File: config.mk
export PLATFORM = sky130hd
export DESIGN_NAME = seq_mult_add
export DESIGN_NICKNAME = d
export VERILOG_FILES = /design/src/rtl/seq_mult_add.sv
export SDC_FILE = /design/constraint.sdc
export NUM_CORES = 1
export LEC_CHECK = 0
export CAP_MARGIN = 5
export CORE_ASPECT_RATIO = 0.8
export CORE_MARGIN = 2
export CORE_UTILIZATION = 25
export DETAILED_ROUTE_END_ITERATION = 12
export GPL_ROUTABILITY_DRIVEN = 0
export PLACE_DENSITY = 0.56
export REMOVE_ABC_BUFFERS = 1
export SLEW_MARGIN = 20
export SYNTH_ARGS = -nofsm -noshare
export SYNTH_HDL_FRONTEND = slang
export SYNTH_SLANG_ARGS = --single-unit
File: constraint.sdc
create_clock -name clk -period 1.9 [get_ports clk]
set_input_delay 0.38 -clock clk [delete_from_list [all_inputs] [get_ports clk]]
set_output_delay 0.38 -clock clk [all_outputs]
set_load 0.05 [all_outputs]
File: src/rtl/seq_mult_add.sv
// Shift-add multiply-accumulate: result = a*b + c, unsigned, one multiplier bit per ADD/SHIFT pair.
// Used to rebuild a dividend from quotient, divisor and remainder when self-checking the divider.
module seq_mult_add #(
  parameter int W = 4
) (
  input  logic           clk,
  input  logic           reset,
  input  logic           go,
  input  logic [W-1:0]   a,
  input  logic [W-1:0]   b,
  input  logic [W:0]     c,
  output logic           busy,
  output logic           done,
  output logic [2*W:0]   result
);

  localparam int CW = $clog2(W) + 1;
  localparam logic [CW-1:0] LAST = CW'(W - 1);

  typedef enum logic [2:0] {
    S_IDLE,
    S_LOAD_WAIT,
    S_ADD,
    S_SHIFT,
    S_DONE
  } state_t;

  state_t          state_reg;
  state_t          state_next;
  logic [2*W:0]    acc_reg;
  logic [2*W:0]    mcand_reg;
  logic [W-1:0]    mplier_reg;
  logic [CW-1:0]   count_reg;
  logic [2*W:0]    result_reg;
  logic            last_iter;

  assign last_iter = (count_reg == LAST);

  always_ff @(posedge clk) begin
    if (reset) begin
      state_reg <= S_IDLE;
    end else begin
      state_reg <= state_next;
    end
  end

  always_comb begin
    state_next = state_reg;
    case (state_reg)
      S_IDLE:      if (go) state_next = S_LOAD_WAIT;
      S_LOAD_WAIT: if (!go) state_next = S_ADD;
      S_ADD:       state_next = S_SHIFT;
      S_SHIFT:     state_next = last_iter ? S_DONE : S_ADD;
      S_DONE:      state_next = S_IDLE;
      default:     state_next = S_IDLE;
    endcase
  end

  always_comb begin
    busy = (state_reg != S_IDLE);
    done = (state_reg == S_DONE);
  end

  // Operands are latched only on leaving IDLE, so later input changes cannot disturb a run.
  always_ff @(posedge clk) begin
    if (reset) begin
      acc_reg    <= '0;
      mcand_reg  <= '0;
      mplier_reg <= '0;
      count_reg  <= '0;
      result_reg <= '0;
    end else begin
      case (state_reg)
        S_IDLE: begin
          if (go) begin
            mcand_reg  <= {{(W+1){1'b0}}, a};
            mplier_reg <= b;
            acc_reg    <= {{W{1'b0}}, c};
            count_reg  <= '0;
          end
        end
        S_ADD: begin
          if (mplier_reg[0]) acc_reg <= acc_reg + mcand_reg;
        end
        S_SHIFT: begin
          mcand_reg  <= mcand_reg << 1;
          mplier_reg <= mplier_reg >> 1;
          count_reg  <= count_reg + 1'b1;
          // acc already holds the final sum after the last ADD.
          if (last_iter) result_reg <= acc_reg;
        end
        default: ;
      endcase
    end
  end

  assign result = result_reg;

endmodule

==> results of run 1 <==
-- critical path: stages, from the launching register on --
cell      delay [ns]
dfxtp_2         0.34
ha_4            0.16
inv_2           0.04
fa_2            0.21
nor2b_4         0.05
o31a_1          0.31
or4_4           0.42
a311o_1         0.28
o211ai_2        0.07
-- cell type report --
type | count | share of cell area (%)
well taps | 87 | 4.39
multi-input cells | 159 | 42.3
clock buffers | 5 | 2.78
inverters | 6 | 0.909
repair buffers | 53 | 18.9
flip-flops and latches | 37 | 30.0
clock inverters | 3 | 0.707
-- cells in the mapped netlist, types with 4 or more instances --
cell type / number / area (um2)
nand2_1: 29 / 109
a211oi_1: 6 / 45.0
nor3_1: 7 / 35.0
clkbuf_1: 6 / 22.5
inv_1: 6 / 22.5
a22oi_1: 13 / 97.6
ha_1: 10 / 125
mux2i_1: 4 / 40.0
a21oi_1: 17 / 85.1
nor2_1: 26 / 97.6
dfxtp_1: 37 / 741
-- metrics by stage --
step | cell area [um2] | setup TNS [ns] | cells | hold WS, ns | util [%]
after floorplan | 1780 | -0.303 | 202 | 0.440 | -
after global placement | 2350 | -0.111 | 341 | 0.444 | 33.6
after detailed placement | 2350 | -0.139 | 341 | 0.450 | 33.6
after CTS | 2450 | -0.0698 | 349 | 0.461 | 35.1
after global routing | 2480 | -0.123 | 350 | 0.475 | 35.4
final | 2480 | -0.0449 | 350 | 0.456 | 35.4
-- layer usage --
metal | vias to the layer above | GRT usage [%] | share of wire (%)
li1 | 865 | - | -
met1 | 720 | 16.9 | 54
met2 | 41 | 16.4 | 39
met3 | 11 | 2.96 | 4.6
met4 | 0 | 4.79 | 2.6
met5 | - | 0 | 0
-- path summary, 6_finish.rpt --
path	slack [ns]	cells after the start	endpoint
worst max register to register	-0.04	8	acc_reg[8]
worst min-delay path	0.46	2	result[4]
worst min register to register	0.46	2	result[4]
worst max-delay path	-0.04	8	acc_reg[8]
-- cell families after synthesis --
group	synth area share [%]
fa+ha+maj	7.95
compound gates	22.8
buf+inv	3.77
xor+xnor	0.959
mux	2.19
simple gates	21.8
flops	40.5
-- layout by cell type (no fill, tap or decap), types with 2 or more instances in the layout --
cell,Yosys,layout
a211oi_1,6,6
a21o_1,3,3
a21oi_1,17,16
a22oi_1,13,13
a311o_1,2,2
buf_4,0,29
clkbuf_8,0,5
clkdlybuf4s50_1,0,23
clkinv_2,0,2
dfxtp_1,37,35
dfxtp_2,0,2
ha_1,10,9
inv_1,6,5
mux2i_1,4,4
nand2_1,29,29
nand2b_1,2,2
nand3_1,3,3
nand4_1,2,2
nor2_1,26,26
nor3_1,7,7
nor3b_1,2,2
o21a_1,2,2
o21ai_0,3,3
o22ai_1,3,3
o31a_1,2,2
or3_1,3,3
xnor2_1,2,2
-- what timing repair did --
action | CTS | global route
setup endpoints to repair | 1 | 3
endpoints found under the hold margin | 0 | 0
hold buffers | 0 | 0
buffers inserted | 0 | 1
pin swaps | 3 | 4
resized for setup | 6 | 3
-- report_power, final --
group	internal [W]	switching (W)	total, W
combinational	0.000133	0.000126	0.000259
clock	0.000253	0.000286	0.000539
sequential	0.000804	0.0000252	0.000829
==> reports/qor.csv, run 1 <==
metric,value,unit
pin_count,27,
ys_ff_latch,37,
h-tree-depth,2,
clock_latency,0.29,ns
die_y,80.5,um
synth.distinct_cells,44,
critPathLaunchType,flop,
required,2.12,ns
synthArstFlopShare,0,%
slew_viol_final,0,
synth_flop_cell,dfxtp_1,
root_buffer,clkbuf_8,
vias,1637,
r2r_start,acc_reg[0],
hp-class,reg -> reg,
initialDrtViolationCount,64,
portBuffers,26,
slew_headroom,66.7,%
grt_max_degree,31,
die-area,8010,um2
finalCritPeriodShare,102,%
dp_slack,-0.139,ns
nets,289,
drtAntennaViolNets,0,
rows,27,
startpoint,acc_reg[0],
fmax,514,MHz
grt_pass1_wl,7.44,mm
dp_hpwl,3.28,mm
path_max_fanout,2,
rsz0062_at_grt,true,
drv_cap,0,
cp-end-kind,flop,
cellLeakagePower,0.990,nW
final.min_clock_period,1.94,ns
hold_path.startpoint,result[4],
multi_input_area,1050,um2
hold_viol_final,0,
worst_slew_pin_slew,0.498,ns
first_global_vias,1577,
grt_overflow,0,
drc_errors,0,
cts_tree,built,
coreArea,6990,um2
setup_viol,1,
die_w,99.6,um
syn-cell-area,1830,um2
run_status,"complete, but fails checks",
clockBufferDepth,2,
clock-sinks,37,
n_antenna_cell,0,
synth_edf_count,0,
nFillCells,712,
firstDrtPassIters,5,
grtUsageTotal,11.7,%
vias_per_cell,4.68,
syn_to_final_growth,35.6,%
critical_path_class,reg -> reg,
drt-total-wl,4.29,mm
drive_above_1_share,20.2,%
numCtsBuffers,5,
antenna_found_initial,0,
ir_drop,0.228,mV
start_util,26.1,%
avgSynthCellArea,8.58,um2
ys_seq_area_share,40.5,%
worst_slack,-0.0449,ns
seqCellArea,743,um2
fin_skew,0.00726,ns
fin_total_pwr,0.00163,W
powerDensity,657,nW/um2
violations,negative setup slack,
clkSlewWorstSetupHoldPaths,0.08,ns
yosysWarnings,0,
synthCells,213,
wire_per_inst,12.2,um
cp.arrival,2.17,ns
Power figures use the tool's default switching activity.
==> run 2: changes to the inputs <==
Settings changed: PLACE_DENSITY 0.56 to 0.55.
Clock period 1.9 ns to 2 ns, I/O delays scaled along.
==> run 2 against run 1 <==
Against the previous run: the flow now finishes without violations; clock power down 8.3%; first-iteration DRC count down 9.4%; global-route usage down 0.18 points; power down 6.7%; core utilization down 1.1 points; flip-flop and latch count unchanged; sequential share of layout area up 0.92 points; critical path depth unchanged; clock skew down 0.0043 ns.
==> reports/qor.csv, run 2 (same netlist as run 1, synthesis figures left out) <==
metric,value,unit,change
run_status,finished clean,,
hold_viol_final,0,,unchanged
fin_total_pwr,0.00152,W,-6.7%
antenna_found_initial,0,,unchanged
coreArea,6990,um2,unchanged
seqPwrFrac,52.0,%,+1.0 points
first_global_vias,1494,,-5.3%
final.min_clock_period,1.97,ns,+0.0280 ns
hold_path.startpoint,result[3],,
initialDrtViolationCount,58,,-9.4%
nets,281,,-2.8%
numCtsBuffers,5,,unchanged
whs,0.455,ns,-0.00104 ns
die-area,8010,um2,unchanged
grt_pass1_wl,7.16,mm,-3.7%
final_common_cell,dfxtp_1,,
p_int,0.00113,W,-5.0%
n_antenna_cell,0,,unchanged
cts_tree,built,,
required,2.22,ns,+0.10 ns
pin_count,27,,unchanged
fmax,507,MHz,-1.4%
fin_skew,0.00297,ns,-0.00429 ns
syn_to_final_growth,31.6,%,
drc_errors,0,,unchanged
final_cell_mix,"35 x dfxtp_1, 29 x nand2_1, 26 x nor2_1",,
cp-end-kind,flop,,
worst_slew_pin_slew,0.500,ns,+0.00258 ns
drv_cap,0,,unchanged
die_y,80.5,um,unchanged
power.switching,0.000387,W,-11%
die_w,99.6,um,unchanged
setup_viol,0,,-1
firstDrtPassIters,4,,-1
vias_per_cell,4.79,,+2.4%
drtAntennaViolNets,0,,unchanged
r2r_start,mcand_reg[0],,
grt_overflow,0,,unchanged
p_clk_share,32.6,%,-0.5 points
clockBufferDepth,2,,unchanged
setup_tns,0,ns,+0.0449 ns
final_util,34.4,%,-1.1 points
slew_headroom,66.5,%,-0.17 points
hp-class,reg -> reg,,
switching_share,25.5,%,-1.3 points
drt-total-wl,4.28,mm,-0.19%
startpoint,mcand_reg[0],,
reg2reg_slack,0.03,ns,+0.07 ns
root_buffer,clkbuf_8,,
cellLeakagePower,0.938,nW,-5.2%
slew_viol_final,0,,unchanged
finalCritPeriodShare,98.6,%,-3.7 points
cts_hold_buf,0,,unchanged
ir_drop,0.207,mV,-9.3%
powerDensity,631,nW/um2,-3.9%
path_max_fanout,2,,unchanged
rsz0062_at_grt,true,,
wire_per_inst,12.5,um,+2.1%
grtUsageTotal,11.5,%,-0.18 points
dpl.cell_count,334,,-2.1%
clock-sinks,37,,unchanged
combinationalPowerShare,15.5,%,-0.4 points
h-tree-depth,2,,unchanged
fin_cells,342,,-2.3%
critPathLaunchType,flop,,
rows,27,,unchanged
clock_latency,0.28,ns,about the same
grt_max_degree,21,,-32%
portBuffers,26,,unchanged
drive_above_1_share,15.3,%,-4.9 points
dp_hpwl,3.26,mm,-0.82%
cp.arrival,2.19,ns,+0.02 ns
clkSlewWorstSetupHoldPaths,0.07,ns,about the same
critical_path_class,reg -> reg,,
vias,1638,,+0.061%
start_util,26.1,%,unchanged
run 2: cell types whose count changed in the layout (fill, tap and decap cells not counted):
cell / before / now
clkbuf_1: 0 / 3
a21oi_2: 1 / 0
a311oi_2: 1 / 0
clkdlybuf4s50_1: 23 / 24
a21oi_1: 16 / 17
clkinvlp_4: 1 / 0
buf_4: 29 / 20
clkinv_2: 2 / 0
a311oi_1: 0 / 1
run 2: layer usage:
| metal | GRT usage [%] | part of all wire (%) |
|---|---|---|
| met5 | 0 | 0 |
| met4 | 5.75 | 2.6 |
| met3 | 3.31 | 5.7 |
| met2 | 15.8 | 38 |
| met1 | 16.3 | 54 |
run 2: timing repair:
| item | 4_1_cts | 5_1_grt |
|---|---|---|
| gates resized for setup | 1 | 6 |
| setup buffers | 0 | 0 |
| endpoints found under the setup margin | 1 | 2 |
| pin swaps | 2 | 4 |
run 2: critical path: stages (launching register included):
cell	delay, ns
dfxtp_2	0.34
ha_4	0.16
inv_2	0.04
fa_2	0.22
nor2b_4	0.05
o31a_1	0.29
or4_4	0.42
a311o_1	0.34
o211ai_2	0.06
run 2: final timing paths:
path,to,cells after the start
worst min register to register,result[3],2
worst max-delay path,acc_reg[8],8
worst max register to register,acc_reg[8],8
worst min-delay path,result[3],2
run 2: cell type report:
type                       instances  area, um2
fill                             719       4590
multi-input combinational        159       1040
clock buffer                       8       80.1
inverter                           6       22.5
tap                               87        109
timing repair buffer              45        410
sequential                        37        743
run 2: through the flow:
step / worst slack [ns] / instance area, um2
after floorplan: -0.0768 / 1780
after global placement: -0.00591 / 2300
after detailed placement: -0.0509 / 2300
after CTS: 0.00705 / 2380
after global routing: -0.0420 / 2400
final: 0.0272 / 2400
run 2: power groups by stage:
stage | clock network, W | logic, W | registers [W]
2_1_floorplan | 0 | 0.000121 | 0.000798
3_3_place_gp | 0 | 0.000232 | 0.000802
3_5_place_dp | 0 | 0.000232 | 0.000803
4_1_cts | 0.000520 | 0.000233 | 0.000786
5_1_grt | 0.000551 | 0.000260 | 0.000793
6_report | 0.000494 | 0.000234 | 0.000789
